[src/rtl/csr_access_unit.sv]
// Zicsr read-modify-write and M-mode trap-entry sequencer toward the CSR file; response in 4 cycles
// (3 without write, 1 if illegal), TRAP_DONE in 9. Accepts one operation at a time, traps win over requests.
`timescale 1ns/1ps
module csr_access_unit #(
   parameter int XLEN = 64
) (
   input  logic            CLK,
   input  logic            RSTn,
   input  logic [1:0]      MODE,
   input  logic            REQ_VALID,
   output logic            REQ_READY,
   input  logic [2:0]      REQ_FUNCT3,
   input  logic [11:0]     REQ_CSR,
   input  logic [XLEN-1:0] REQ_SRC,
   input  logic            REQ_SRC_ZERO,
   output logic            RSP_VALID,
   output logic [XLEN-1:0] RSP_DATA,
   output logic            RSP_ILLEGAL,
   input  logic            TRAP_VALID,
   output logic            TRAP_READY,
   input  logic [XLEN-1:0] TRAP_CAUSE,
   input  logic [XLEN-1:0] TRAP_PC,
   input  logic [XLEN-1:0] TRAP_TVAL,
   output logic            TRAP_DONE,
   output logic [XLEN-1:0] TRAP_TVEC,
   output logic [11:0]     CSR_RA,
   input  logic [XLEN-1:0] RCSR,
   output logic [1:0]      CSR_WCMD,
   output logic [11:0]     CSR_WA,
   output logic [XLEN-1:0] CSR_WD
);
   typedef enum logic [3:0] {
      S_IDLE, S_RD, S_WAIT, S_WR, S_RSP,
      S_T_EPC, S_T_CAUSE, S_T_TVAL, S_T_SRD, S_T_SWAIT, S_T_SWR, S_T_VRD, S_T_VWAIT, S_T_DONE
   } state_t;

   state_t          r_state, w_next;
   logic            r_live;
   logic [1:0]      r_op;
   logic [11:0]     r_csr;
   logic [XLEN-1:0] r_src;
   logic            r_wr, r_ill;
   logic [1:0]      r_mode;
   logic [XLEN-1:0] r_cause, r_pc, r_tval, r_old;

   logic            w_req_wr, w_req_ill, w_trap_acc, w_req_acc;
   logic [XLEN-1:0] w_new, w_mstatus;

   // Ready is held low during reset and until the first edge after release.
   assign REQ_READY  = r_live && (r_state == S_IDLE) && !TRAP_VALID;
   assign TRAP_READY = r_live && (r_state == S_IDLE);
   assign w_trap_acc = TRAP_VALID && TRAP_READY;
   assign w_req_acc  = REQ_VALID && REQ_READY;

   // Set/clear forms with a zero operand only read, so they stay legal on read-only CSRs.
   assign w_req_wr  = (REQ_FUNCT3[1:0] == 2'b01) || !REQ_SRC_ZERO;
   assign w_req_ill = (REQ_FUNCT3 == 3'd0) || (REQ_FUNCT3 == 3'd4) ||
                      (REQ_CSR[9:8] > MODE) || ((REQ_CSR[11:10] == 2'b11) && w_req_wr);

   always_comb begin
      w_new = r_src;
      case (r_op)
         2'b10:   w_new = r_old | r_src;
         2'b11:   w_new = r_old & ~r_src;
         default: w_new = r_src;
      endcase
   end

   always_comb begin
      w_mstatus        = r_old;
      w_mstatus[7]     = r_old[3];
      w_mstatus[3]     = 1'b0;
      w_mstatus[12:11] = r_mode;
   end

   always_ff @(posedge CLK or negedge RSTn) begin
      if (!RSTn) begin
         r_state <= S_IDLE;
         r_live  <= 1'b0;
      end else begin
         r_state <= w_next;
         r_live  <= 1'b1;
      end
   end

   always_ff @(posedge CLK or negedge RSTn) begin
      if (!RSTn) begin
         r_op      <= '0;
         r_csr     <= '0;
         r_src     <= '0;
         r_wr      <= 1'b0;
         r_ill     <= 1'b0;
         r_mode    <= '0;
         r_cause   <= '0;
         r_pc      <= '0;
         r_tval    <= '0;
         r_old     <= '0;
         TRAP_TVEC <= '0;
      end else begin
         if (w_trap_acc) begin
            r_mode  <= MODE;
            r_cause <= TRAP_CAUSE;
            r_pc    <= TRAP_PC & ~{{(XLEN-1){1'b0}}, 1'b1};
            r_tval  <= TRAP_TVAL;
         end else if (w_req_acc) begin
            r_op   <= REQ_FUNCT3[1:0];
            r_csr  <= REQ_CSR;
            r_src  <= REQ_SRC;
            r_wr   <= w_req_wr;
            r_ill  <= w_req_ill;
            r_mode <= MODE;
            r_old  <= '0;
         end
         if ((r_state == S_WAIT) || (r_state == S_T_SWAIT))
            r_old <= RCSR;
         if (r_state == S_T_VWAIT)
            TRAP_TVEC <= RCSR;
      end
   end

   always_comb begin
      w_next      = r_state;
      RSP_VALID   = 1'b0;
      RSP_DATA    = '0;
      RSP_ILLEGAL = 1'b0;
      TRAP_DONE   = 1'b0;
      CSR_RA      = '0;
      CSR_WCMD    = 2'd0;
      CSR_WA      = '0;
      CSR_WD      = '0;
      case (r_state)
         S_IDLE: begin
            if (w_trap_acc)     w_next = S_T_EPC;
            else if (w_req_acc) w_next = w_req_ill ? S_RSP : S_RD;
         end
         S_RD: begin
            CSR_RA = r_csr;
            w_next = S_WAIT;
         end
         S_WAIT: begin
            CSR_RA = r_csr;
            w_next = r_wr ? S_WR : S_RSP;
         end
         S_WR: begin
            CSR_WCMD = 2'd1;
            CSR_WA   = r_csr;
            CSR_WD   = w_new;
            w_next   = S_RSP;
         end
         S_RSP: begin
            RSP_VALID   = 1'b1;
            RSP_DATA    = r_old;
            RSP_ILLEGAL = r_ill;
            w_next      = S_IDLE;
         end
         S_T_EPC: begin
            CSR_WCMD = 2'd1;
            CSR_WA   = 12'h341;
            CSR_WD   = r_pc;
            w_next   = S_T_CAUSE;
         end
         S_T_CAUSE: begin
            CSR_WCMD = 2'd1;
            CSR_WA   = 12'h342;
            CSR_WD   = r_cause;
            w_next   = S_T_TVAL;
         end
         S_T_TVAL: begin
            CSR_WCMD = 2'd1;
            CSR_WA   = 12'h343;
            CSR_WD   = r_tval;
            w_next   = S_T_SRD;
         end
         S_T_SRD: begin
            CSR_RA = 12'h300;
            w_next = S_T_SWAIT;
         end
         S_T_SWAIT: begin
            CSR_RA = 12'h300;
            w_next = S_T_SWR;
         end
         S_T_SWR: begin
            CSR_WCMD = 2'd1;
            CSR_WA   = 12'h300;
            CSR_WD   = w_mstatus;
            w_next   = S_T_VRD;
         end
         S_T_VRD: begin
            CSR_RA = 12'h305;
            w_next = S_T_VWAIT;
         end
         S_T_VWAIT: begin
            CSR_RA = 12'h305;
            w_next = S_T_DONE;
         end
         S_T_DONE: begin
            TRAP_DONE = 1'b1;
            w_next    = S_IDLE;
         end
         default: w_next = S_IDLE;
      endcase
   end
endmodule

[config.mk]
export PLATFORM = sky130hd
export DESIGN_NAME = csr_access_unit
export DESIGN_NICKNAME = d
export VERILOG_FILES = /design/src/rtl/csr_access_unit.sv
export SDC_FILE = /design/constraint.sdc
export NUM_CORES = 1
export LEC_CHECK = 0
export CAP_MARGIN = 40
export CORE_AREA = 2 2 270 165
export CTS_CLUSTER_DIAMETER = 100
export DETAILED_ROUTE_END_ITERATION = 10
export DIE_AREA = 0 0 272 167
export PLACE_DENSITY = 0.76
export SETUP_SLACK_MARGIN = 0.4
export SYNTH_ARGS = -nofsm -noshare
export SYNTH_HDL_FRONTEND = slang
export SYNTH_SLANG_ARGS = --single-unit
export TNS_END_PERCENT = 100
[constraint.sdc]
create_clock -name CLK -period 5.4 [get_ports CLK]
set_input_delay 1.62 -clock CLK [delete_from_list [all_inputs] [get_ports CLK]]
set_output_delay 1.62 -clock CLK [all_outputs]
set_load 0.02 [all_outputs]
; ---- Word-level counts from Yosys, hierarchy flattened
; Index checks and enable logic that the tools add are counted.
[op_classes]
n_addsub = 0
multipliers = 0
div_mod_pow = 0
order_cmp = 1
n_eq_ne = 20
n_shift = 0
n_mux = 19
bitwise_logic = 4
n_reduce_logical = 22
[ops]
columns = operator, n
row1 = case mux 64 bit (5 select lines), 1
row2 = 2-to-1 mux 64 bit, 4
row3 = case mux 64 bit (2 select lines), 1
row4 = AND 64 bit, 1
row5 = inverter 64 bit, 1
row6 = OR 64 bit, 1
row7 = case mux 12 bit (5 select lines), 1
row8 = case mux 4 bit (12 select lines), 1
row9 = case mux 12 bit (3 select lines), 1
row10 = "equality test 4 bit, second input constant", 6
row11 = "equality test 4 x 3 -> 1 bit, second input constant", 4
row12 = "equality test 4 x 2 -> 1 bit, second input constant", 2
row13 = 2-to-1 mux 4 bit, 2
row14 = "equality test 2 bit, second input constant", 3
row15 = 2-to-1 mux 3 bit, 2
row16 = OR reduction 2 bit, 3
row17 = logical AND 1 bit, 5
row18 = logical OR 1 bit, 5
row19 = OR reduction 5 bit, 1
row20 = "equality test 4 x 1 -> 1 bit, second input constant", 1
row21 = logical NOT 4 bit, 1
row22 = 2-to-1 mux 1 bit, 4
row23 = 2-to-1 mux 2 bit, 2
row24 = AND reduction 2 bit, 2
row25 = other kinds (9), 11
[word_totals]
register_bits = 406
latch_bits = 0
ramBits = 0
rom_bits = 0
in_bits = 342
out_inout_bits = 223
elab_cells = 79
memories = 0

; ---- Logic depth before layout (Yosys ltp)
[depth]
word_depth = 8
depth_mapped = 8
mapped_depth_nobuf = 6

; ---- Worst setup path after synthesis
; Ideal clock, no wire load.
[synth_timing]
kind = input port to output port
startpoint = input port TRAP_VALID
endpoint = output port REQ_READY
arrival_time_ps = 1924
t_required_ps = 3780
path_slack_ps = 1856
stages = 1
n_path_buf = 0
path_cell_list = nor2b_1
[synth_between]
elab_chain_cells = 2
[synth_lines]
columns = element, line
row1 = "start, declared", 19  ; input logic TRAP_VALID,
row2 = logical NOT 1 bit, 50  ; assign REQ_READY = r_live && (r_state == S_IDLE) && !TRAP_VALID;
row3 = logical AND 1 bit, 50
row4 = "end, declared", 11  ; output logic REQ_READY,
; Every way passes these cells.

; ---- Worst setup path after layout
[layout_timing]
startpoint = register r_state[0]
endpoint = output port CSR_WD[61]
[layout_between]
elab_chain_cells = 2
elab_cells_between_ends = 6
cone_classes = 5 x eq/ne / 1 x mux
[layout_lines]
columns = element, line
row1 = "start, declared", 37  ; state_t r_state, w_next;
row2 = "start signal, assigned", 81  ; r_state <= w_next;
row3 = equality test 4 bit (tied with other cells), 131  ; case (r_state)
row4 = case mux 64 bit (5 select lines) *, 131
row5 = "end, declared", 30  ; output logic [XLEN-1:0] CSR_WD
; Every way passes the cells marked *; elsewhere a longest branch is shown, timed or not.

==> summary.md <==
| Metric | Value |
|---|---|
| Final WS setup | 462 ps |
| Total power | 14.3 mW |
| Hold_buf cts | 0 |
| Unrepaired setup endpoints after global routing | false |
| Die ar. | 45400 um2 |
| CTS clock-pin slew for the worst setup and hold paths | 60 ps |
| Clk buf depth | 3 |
| Total CTS buffers | 41 |
| CP max stage cell | dfrtp_4 |
| Vias in the first global route | 17.6k |
| Worst Clk Skew | 18.8 ps |
| Worst skew pair latency | 550 ps |
| Adder-cell share of the synthesized area | 0.130% |
| Tot GR Track Use | 29.7% |
| Layout cell share with drive strength beyond 1 | 9.66% |
| Crit start category | flip-flop |
| Synthesized area | 19200 um2 |
| CTS tree | yes |
| CTS H-tree lvls | 2 |
| Fin cells | 3232 |
| Final min period | 4940 ps |
| CP max stage delay | 620 ps |
| Ys Warns | 0 |
| Initial Util | 44.7% |
| Post-route cell area | 26700 um2 |
| Complex-gate fraction of the synthesized area | 10.9% |
| Hold_sp | r_cause[27] |
| Gpl congestion | 0.926 |
| Worst hold path class | reg -> reg |
| Power density cells | 536 nW/um2 |
| Post-Synth Simple-Gate Area | 22.9% |
| Outcome | finished, final reports clean |
| Setup Crit Path Kind | reg -> out |
| Initial antenna violation count | 6 |
| Slew @ Worst Pin | 1040 ps |
| Critical Path RT | 3780 ps |
| Most used DFF post-synth | dfrtp_1 |
| Pins over their slew limit | 0 |
| Area grow syn2layout | 39.2% |
| FILL cells | 3573 |
| Largest family of logic cells by synthesized area | simple AND/OR/NAND/NOR gates |
| Register area share after synthesis | 53.0% |
| FP Rows | 59 |
| Pin count of the biggest net entering global routing | 120 |
| First-pass DRT Iterations | 5 |
| Placed cell count | 3151 |
| CP startpoint | r_state[0] |
| Final Setup Violations | 0 |
| First-pass GRT wire length | 104 mm |
| Buffers & Inverters on Critical Path | 2 |
| Library cells used by synthesis | 50 |
| Die W | 272 um |
| EDFF count, synth | 0 |
| Max Cap Violations | 0 |
| Upper clock frequency limit | 202 MHz |
| Max_slew headroom | 30.8% |
| Syn Nets | 2473 |
| Aggregate global routing overflow | 0 |
| Routed len/inst | 21.2 um |
| Synth Area in XOR/XNOR | 0.0457% |
| Post-DR vias/cell | 5.38 |
| DR vias | 17.4k |
| Synthesized flop and latch total | 406 |
| Cell count after synthesis | 2129 |
| Final Cycle Share | 91.5% |
| Reg2reg start | r_state[2] |
| PortBufs | 561 |
| Cell family with most CP delay | buffers and inverters |
| Crit path DAT | 3320 ps |
| Peak supply drop | 393 uV |
| Mux cell area share after synthesis | 7.57% |
| Most frequent cells in the layout | nand2_1, clkdlybuf4s50_1, dfrtp_1 |
| CTS Root Cell | clkbuf_16 |
| Commonest non-fill, non-tap cell in the layout | nand2_1 |
| Fraction of registers with async set/reset | 100% |
| CP max FO | 63 |
| DP Worst Slack | 813 ps |
| Setup crit end kind | primary output |
| Average size of a mapped cell | 9.01 um2 |
| DP HPWL | 48.7 mm |
| Final nets | 2965 |
| IO Count | 565 |
| Final ANT Viol Nets | 0 |
| Initial DRC count | 1811 |
| Final hold vios | 0 |
| Leak Pwr | 12.6 nW |
| Post-Route WL | 68.4 mm |
| Residual DRC | 0 |
| CORE AREA | 42900 um2 |
| CTS Sinks | 406 |
| Critical path, cell by cell | buf_12 -> mux2_2 -> a22oi_1 -> nor2_1 -> a221o_1 -> clkdlybuf4s50_1 |
| Area after DPL | 25200 um2 |
| Die Height | 167 um |
| Setup TNS | 0 ps |
-- cell usage after synthesis (4+ instances only) --
master	n	area share (%)
a22oi_1	71	2.8
o21ai_1	63	1.6
buf_2	63	1.6
clkbuf_1	45	0.88
dfrtp_1	406	53
buf_4	31	1.2
nor3_1	5	0.13
nand3_1	66	1.7
a31oi_1	7	0.23
a21o_1	6	0.23
nand2_1	813	16
a221o_1	60	3.1
a21oi_1	8	0.21
buf_1	18	0.35
inv_1	66	1.3
nor2b_1	7	0.23
and2_1	84	2.7
nor2_1	66	1.3
mux2_2	126	7.4
nand2b_1	4	0.13
o21ai_0	76	2.0
-- cell type report --
class / count / area [um2] / share of cell area [%]
Tap cell: 579 / 724 / 2.71
Timing Repair Buffer: 606 / 6090 / 22.8
Multi-Input combinational cell: 1500 / 8060 / 30.2
Clock buffer: 60 / 1230 / 4.61
Sequential cell: 406 / 10200 / 38.1
Clock inverter: 11 / 163 / 0.609
Antenna cell: 4 / 10.0 / 0.0375
Inverter: 66 / 248 / 0.928
-- tightest hold or removal path: stages (launching register included) --
cell and delay (ps):
dfrtp_1 340, nand2_1 50, nand2_1 50
-- stage by stage --
stage	hold slack, ps	util (%)
2_1_floorplan	438	-
6_report	470	62.3
4_1_cts	473	62.2
3_3_place_gp	455	58.8
3_5_place_dp	459	58.8
5_1_grt	491	62.3
-- per-layer routing --
| metal | global-route usage, % | share of wire, % | up-vias |
|---|---|---|---|
| met2 | 51.9 | 50 | 743 |
| met3 | 5.48 | 6.5 | 136 |
| met1 | 36.9 | 40 | 8493 |
| met5 | 0 | 0.044 | - |
| li1 | - | - | 8001 |
| met4 | 10.3 | 3.3 | 4 |
-- state kept, by name, indices dropped and copies added (netlist names), 2 cells and up --
| name | cells |
|---|---|
| TRAP_TVEC | 64 |
| r_mode | 2 |
| r_src | 64 |
| r_cause | 64 |
| r_pc | 63 |
| r_csr | 12 |
| r_old | 64 |
| r_op | 2 |
| r_tval | 64 |
| r_state | 4 |
-- repair_timing --
action,in CTS,in global routing
setup buffers,3,2
pin swaps,2,1
hold endpoints to repair,0,0
endpoints found under the setup margin,60,46
gates cloned,1,0
resized for setup,2,1
-- logic make-up after synthesis --
logic type,count (synthesis)
AO/OA/AOI/OAI,307
buffers and inverters,224
flip-flops,406
AND/OR/NAND/NOR,1058
multiplexers,129
XOR/XNOR,1
other,2
adder cells (fa/ha/maj),2
-- final timing paths --
path	slack [ps]	end	depth (start not counted)
worst min-delay path	470	r_cause[27]	2
worst max-delay path	460	CSR_WD[61]	6
worst max register to register	2540	r_cause[35]	6
min in group asynchronous	1170	r_csr[2]	1
worst min register to register	470	r_cause[27]	2
max in group asynchronous	3050	r_tval[51]	3
-- where the power goes --
part	switching, mW	total [mW]	leakage [nW]	internal (mW)
combinational	3.24	5.85	6.80	2.62
sequential	0.996	5.43	5.10	4.44
clock	1.25	3.01	0.689	1.77
Note: power is estimated with default switching activity, not from simulation.
